`src/rtl/seq_direction_decoder.sv`:
```
// Decodes a 2-bit cyclic count stream into up/down step pulses, a wrapping position
// accumulator and a saturating count of illegal (delta 2) jumps.
module seq_direction_decoder #(
  parameter int POS_W = 8,
  parameter int ERR_W = 4
) (
  input  logic             clk,
  input  logic             reset,
  input  logic [1:0]       in,
  input  logic             in_valid,
  input  logic             clr,
  output logic             step,
  output logic             dir,
  output logic             err,
  output logic [POS_W-1:0] position,
  output logic [ERR_W-1:0] err_count,
  output logic             locked
);

  typedef enum logic [1:0] {
    WAIT_FIRST = 2'd0,
    TRACK      = 2'd1,
    RESYNC     = 2'd2
  } state_t;

  localparam logic [ERR_W-1:0] ERR_MAX = {ERR_W{1'b1}};

  state_t           state_r, state_next_s;
  logic [1:0]       prev_r, prev_next_s;
  logic [1:0]       delta_s;
  logic [POS_W-1:0] position_r, position_next_s;
  logic [ERR_W-1:0] err_count_r, err_count_next_s;
  logic             step_r, step_next_s;
  logic             err_r, err_next_s;
  logic             dir_r, dir_next_s;
  logic             locked_r, locked_next_s;

  assign delta_s = in - prev_r;

  // Next-state and next-output decode; clr behaves as a soft reset ahead of sampling.
  always_comb begin
    state_next_s     = state_r;
    prev_next_s      = prev_r;
    position_next_s  = position_r;
    err_count_next_s = err_count_r;
    step_next_s      = 1'b0;
    err_next_s       = 1'b0;
    dir_next_s       = dir_r;
    if (clr) begin
      state_next_s     = WAIT_FIRST;
      prev_next_s      = 2'd0;
      position_next_s  = {POS_W{1'b0}};
      err_count_next_s = {ERR_W{1'b0}};
      dir_next_s       = 1'b0;
    end else if (in_valid) begin
      case (state_r)
        WAIT_FIRST, RESYNC: begin
          // Reference-only sample: even a 2-away value is accepted silently.
          prev_next_s  = in;
          state_next_s = TRACK;
        end
        TRACK: begin
          prev_next_s = in;
          case (delta_s)
            2'd0: begin
              step_next_s = 1'b0;
            end
            2'd1: begin
              step_next_s     = 1'b1;
              dir_next_s      = 1'b0;
              position_next_s = position_r + POS_W'(1);
            end
            2'd3: begin
              step_next_s     = 1'b1;
              dir_next_s      = 1'b1;
              position_next_s = position_r - POS_W'(1);
            end
            2'd2: begin
              err_next_s   = 1'b1;
              state_next_s = RESYNC;
              if (err_count_r != ERR_MAX) begin
                err_count_next_s = err_count_r + ERR_W'(1);
              end else begin
                err_count_next_s = err_count_r;
              end
            end
            default: begin
              step_next_s = 1'b0;
            end
          endcase
        end
        default: begin
          state_next_s = WAIT_FIRST;
        end
      endcase
    end else begin
      state_next_s = state_r;
    end
    locked_next_s = (state_next_s == TRACK);
  end

  // State and output registers with synchronous active-low reset.
  always_ff @(posedge clk) begin
    if (!reset) begin
      state_r     <= WAIT_FIRST;
      prev_r      <= 2'd0;
      position_r  <= {POS_W{1'b0}};
      err_count_r <= {ERR_W{1'b0}};
      step_r      <= 1'b0;
      err_r       <= 1'b0;
      dir_r       <= 1'b0;
      locked_r    <= 1'b0;
    end else begin
      state_r     <= state_next_s;
      prev_r      <= prev_next_s;
      position_r  <= position_next_s;
      err_count_r <= err_count_next_s;
      step_r      <= step_next_s;
      err_r       <= err_next_s;
      dir_r       <= dir_next_s;
      locked_r    <= locked_next_s;
    end
  end

  assign step      = step_r;
  assign err       = err_r;
  assign dir       = dir_r;
  assign position  = position_r;
  assign err_count = err_count_r;
  assign locked    = locked_r;

endmodule

```
`config.mk`:
```
export PLATFORM = sky130hd
export DESIGN_NAME = seq_direction_decoder
export DESIGN_NICKNAME = d
export VERILOG_FILES = /design/src/rtl/seq_direction_decoder.sv
export SDC_FILE = /design/constraint.sdc
export NUM_CORES = 1
export LEC_CHECK = 0
export CAP_MARGIN = 40
export CELL_PAD_IN_SITES_DETAIL_PLACEMENT = 1
export CELL_PAD_IN_SITES_GLOBAL_PLACEMENT = 1
export CORE_ASPECT_RATIO = 1.1
export CORE_MARGIN = 2
export CORE_UTILIZATION = 40
export DETAILED_ROUTE_END_ITERATION = 8
export PLACE_DENSITY = 0.89
export SLEW_MARGIN = 0
export SYNTH_ARGS = -nofsm -noshare
export SYNTH_HDL_FRONTEND = slang
export SYNTH_SLANG_ARGS = --single-unit
```
`constraint.sdc`:
```
create_clock -name clk -period 3.3 [get_ports clk]
set_input_delay 0.66 -clock clk [delete_from_list [all_inputs] [get_ports clk]]
set_output_delay 0.66 -clock clk [all_outputs]
set_load 0.05 [all_outputs]
```
# Word level (Yosys, flattened, before mapping)
# Cells that the tools add are included.
# classes
add_sub_neg	4
n_eq_ne	7
mux	8
bitwise_logic	3
n_reduce_logical	10
# op_table
cell	count
one-hot mux 8 bit (2 select lines)	1
adder 8 x 1 -> 8 bit (second input constant)	1
subtractor 8 x 1 -> 8 bit (second input constant)	1
equality test 2 x 1 -> 1 bit (second input constant)	3
equality test 2 bit (second input constant)	3
two-way mux 2 bit	3
OR reduction 2 bit	3
adder 4 x 1 -> 4 bit (second input constant)	1
!= test 4 bit (second input constant)	1
one-hot mux 2 bit (2 select lines)	1
AND reduction 4 bit	1
OR reduction 4 bit	1
inverter 1 bit	3
AND reduction 3 bit	1
OR reduction 3 bit	1
zero test 2 bit	1
two-way mux 1 bit	2
one-hot mux 1 bit (2 select lines)	1
AND reduction 2 bit	1
nonzero test 2 bit	1
subtractor 2 bit	1
# totals
regBits	20
input_bits	6
word_cells	40

# Longest topological paths before layout
# logic_depth
ltp_word	7
depth_mapped	10
mapped_depth_nobuf	10

# Least setup slack after synthesis
# Ideal clock, no wire load.
# synth_timing
path_type	input to register
from	input in[0]
to	register position_r[6], in the netlist position[6]
setup_ns	0.072
t_arrival_ns	2.296
required_ns	3.228
slack_ns	0.932
cell_stages	10
path_buffers	0
path_cell_list	inv_1 > ha_1 > xnor3_2 > nor2_4 > xor2_1 > ha_1 > and3_1 > nand4_1 > mux2i_1 > mux2i_1
# synth_between
elab_chain_len	4
# synth_rtl
element	line	source
start, declared	9	input logic [1:0] in,
subtractor 2 bit *	38	assign delta_s = in - prev_r;
equality test 2 bit or equality test 2 x 1 -> 1 bit (tied branches)	64	case (delta_s)
nonzero test 2 bit (no line)	n/a	
AND reduction 3 bit (no line)	n/a	
end signal, assigned	107	position_r <= {POS_W{1'b0}};
end signal, assigned	116	position_r <= position_next_s;
end, declared	31	logic [POS_W-1:0] position_r, position_next_s;
# Mark *: on every way between the ends. The rest lies on a longest branch, timed or not.
# A chain may end at the register's enable or synchronous reset.

# Worst setup path in the final report
# Ends and elaborated chain as after synthesis.

==> summary.md <==
| Metric | Value |
|---|---|
| Status | `finished, final reports clean` |
| Row cnt | `19` |
| Full die area | `3172 µm²` |
| Sequential area share after synthesis | `36.57%` |
| YS warnings | `0` |
| Crit path kind | `primary input to flop` |
| TNS Setup | `0 ns` |
| Main flop type after synthesis | `dfxtp_1` |
| Clk_skew | `0.006773 ns` |
| Yosys cell types | `42` |
| Clk sinks | `20` |
| Endpoint class of the critical path | `flop` |
| Worst hold stages | `2` |
| Port Buffer Count | `21` |
| Largest family of logic cells by synthesized area | `simple AND/OR/NAND/NOR gates` |
| Via/cell ratio | `5.841` |
| Post-cts resize count | `0` |
| DR WL/cell | `15.88 µm` |
| Area of the multi-input gates | `646.9 µm²` |
| Hold WC Path Type | `flop to flop` |
| Area growth, synth to finish | `24.80%` |
| # IOs | `22` |
| Via count | `1028` |
| Register cell area after layout | `400.4 µm²` |
| H-tree Lvls | `1` |
| Met2 routed WL | `1361 µm` |
| Peak VDD IR | `0.2360 mV` |
| TritonCTS buffer count | `3` |
| Global Route Usage Sum | `20.61%` |
| Initial antenna violation count | `0` |
| Final wirelength | `2794 µm` |
| First-pass iteration count of the detailed router | `4` |
| CTS tree | `yes` |
| Final period util | `84.79%` |
| DRT iter0 DRCs | `16` |
| Fill count | `299` |
| Worst slew margin | `65.83%` |
| Layout cell share with drive strength beyond 1 | `8.276%` |
| Tot Pwr | `0.0004570 W` |
| Die Span X | `53.88 µm` |
| Worst Tran Pin Value | `0.5109 ns` |
| Max-cap viol count | `0` |
| Largest net degree at the start of global routing | `14` |
| Metal3 WL | `110 µm` |
| Max Used Layer | `met4` |
| Hold buffer count at CTS | `0` |
| Register bit total from synthesis | `20` |
| Synth Net Count | `133` |
| Final Hold Viols | `0` |
| Compound-Gate Fraction of Synth Area | `12.00%` |
| Final-stage net count | `155` |
| Synthesized cell area | `1095 µm²` |
| Mapped Cells | `124` |
| Placed cells | `172` |
| Mux share of post-synthesis cell area | `6.400%` |
| Highest net fanout along the worst path | `6` |
| EDFF count, synth | `0` |
| Top cell type's share of synthesized area | `36.57%` |
| Post-synth top cells | `dfxtp_1, nor2_1, nand2_1` |
| Maximum clock rate | `0.3574 GHz` |
| Final Non-Filler Cells | `176` |
| Syn Area/Cell | `8.829 µm²` |
| Worst Reg2Reg Path Length in Cells | `8` |
| Synth area leaders | `dfxtp_1, mux2i_1, nand4_1, nor2_1, a21oi_1` |
| Asr flop ratio synth | `0%` |
| Routability cong. | `0.9506` |
| Root buf cell | `clkbuf_4` |
| Hold_ws | `0.4879 ns` |
| Fin. max-slew vios | `0` |
| Power Dens Cells | `334.5 nW/µm²` |
| Die Ht | `58.87 µm` |
| Routed Antenna Nets | `0` |
| First-pass GRT wire length | `4774 µm` |
| DRC | `0` |
| Layout Utilization | `53.71%` |
| Setup Fix Bufs, Post-CTS | `0` |
| Count leader, synth | `dfxtp_1` |
| Worst-case clock buffer depth | `2` |
| Final setup vio count | `0` |
| Simple-Gate Fraction of Synth Area | `30.40%` |
| Data arrival, critical path | `3.05 ns` |
| Required @ worst endpoint | `3.55 ns` |
| Vias in the first global route | `1049` |
| RSZ-0062 raised after global routing | `false` |
| Post-synth top area cell | `dfxtp_1` |
| Starting Density | `43.04%` |
| Post-Synth Adder-Cell Area | `3.429%` |
| Ant diodes | `0` |
| Period minus WS final | `2.798 ns` |
| Post-Synth XOR/XNOR Area | `6.857%` |
| Pleak | `0.5121 nW` |
| Total core area | `2544 µm²` |
| M1 WL | `1242 µm` |
| DP Wirelength | `2051 µm` |
| CP Launch Type | `primary input` |
| Worst skew pair latency | `0.31 ns` |
| Remaining Overflow, GRT | `0` |
| CTS clk-pin slew, worst paths | `0.12 ns` |
cell usage in the layout (no fill, tap or decap), types with 2 or more instances in the layout:
cell type | Yosys | layout
mux2i_1 | 7 | 7
clkbuf_4 | 1 | 3
nand4_1 | 8 | 8
nand3_1 | 8 | 8
nor3b_1 | 2 | 2
buf_4 | 0 | 2
ha_1 | 3 | 3
nand2b_1 | 4 | 4
xor2_1 | 2 | 2
a21oi_1 | 8 | 8
inv_1 | 5 | 5
nand2_1 | 9 | 9
clkdlybuf4s50_1 | 0 | 21
or3_1 | 2 | 2
dfxtp_1 | 20 | 20
nor2_1 | 11 | 11
o21ai_0 | 3 | 3
nor4_1 | 2 | 2
worst max-delay path: stages:
cell and delay, ns:
clkdlybuf4s50_1 0.49, inv_1 0.05, ha_1 0.22, xnor3_2 0.32, nor2_4 0.18, xor2_1 0.16, ha_1 0.23, and3_1 0.21
nand4_1 0.11, mux2i_1 0.21, mux2i_1 0.21
final cells by class:
cell class / instances / share of cell area [%]
Clock buffer: 4 / 2.656
Inverter: 5 / 1.374
Multi-Input combinational cell: 93 / 47.34
Sequential cell: 20 / 29.30
Tap cell: 31 / 2.839
Timing Repair Buffer: 23 / 16.48
power by group:
| part | leakage, nW | internal [W] | switching [W] |
|---|---|---|---|
| Combinational | 0.329 | 0.0000252 | 0.0000357 |
| Sequential | 0.162 | 0.000244 | 0.00000256 |
| Clock | 0.0210 | 0.0000675 | 0.0000819 |
| Total | 0.512 | 0.000337 | 0.000120 |
routing by layer:
metal	up-vias	track usage, %
met1	503	26.31
met4	0	10.62
li1	487	-
met2	29	33.10
met3	9	3.046
met5	-	0
sequential cells by signal, indices dropped and copies added (netlist names):
register and count:
locked 1, state_r 2, step 1, dir 1
err_count 4, prev_r 2, err 1, position 8
per-stage QoR:
stage	worst slack [ns]	instance area, µm²
after floorplan	0.9324	1095
after global placement	0.3147	1330
after detailed placement	0.2037	1330
after CTS	0.5110	1366
after global routing	0.3224	1366
final	0.5018	1366
logic make-up after synthesis:
logic type               Yosys count
buffers and inverters             11
flip-flops                        20
multiplexers                       7
AO/OA/AOI/OAI                     21
adder cells (fa/ha/maj)            3
XOR/XNOR                           5
AND/OR/NAND/NOR                   57
final timing paths:
kind	start	end	slack [ns]
max	in[0]	position[6]	0.50
min	position[7]	position[7]	0.49
min reg2reg	position[7]	position[7]	0.49
max reg2reg	prev_r[1]	position[6]	1.03
No activity file was read; power rests on OpenSTA's default activity.
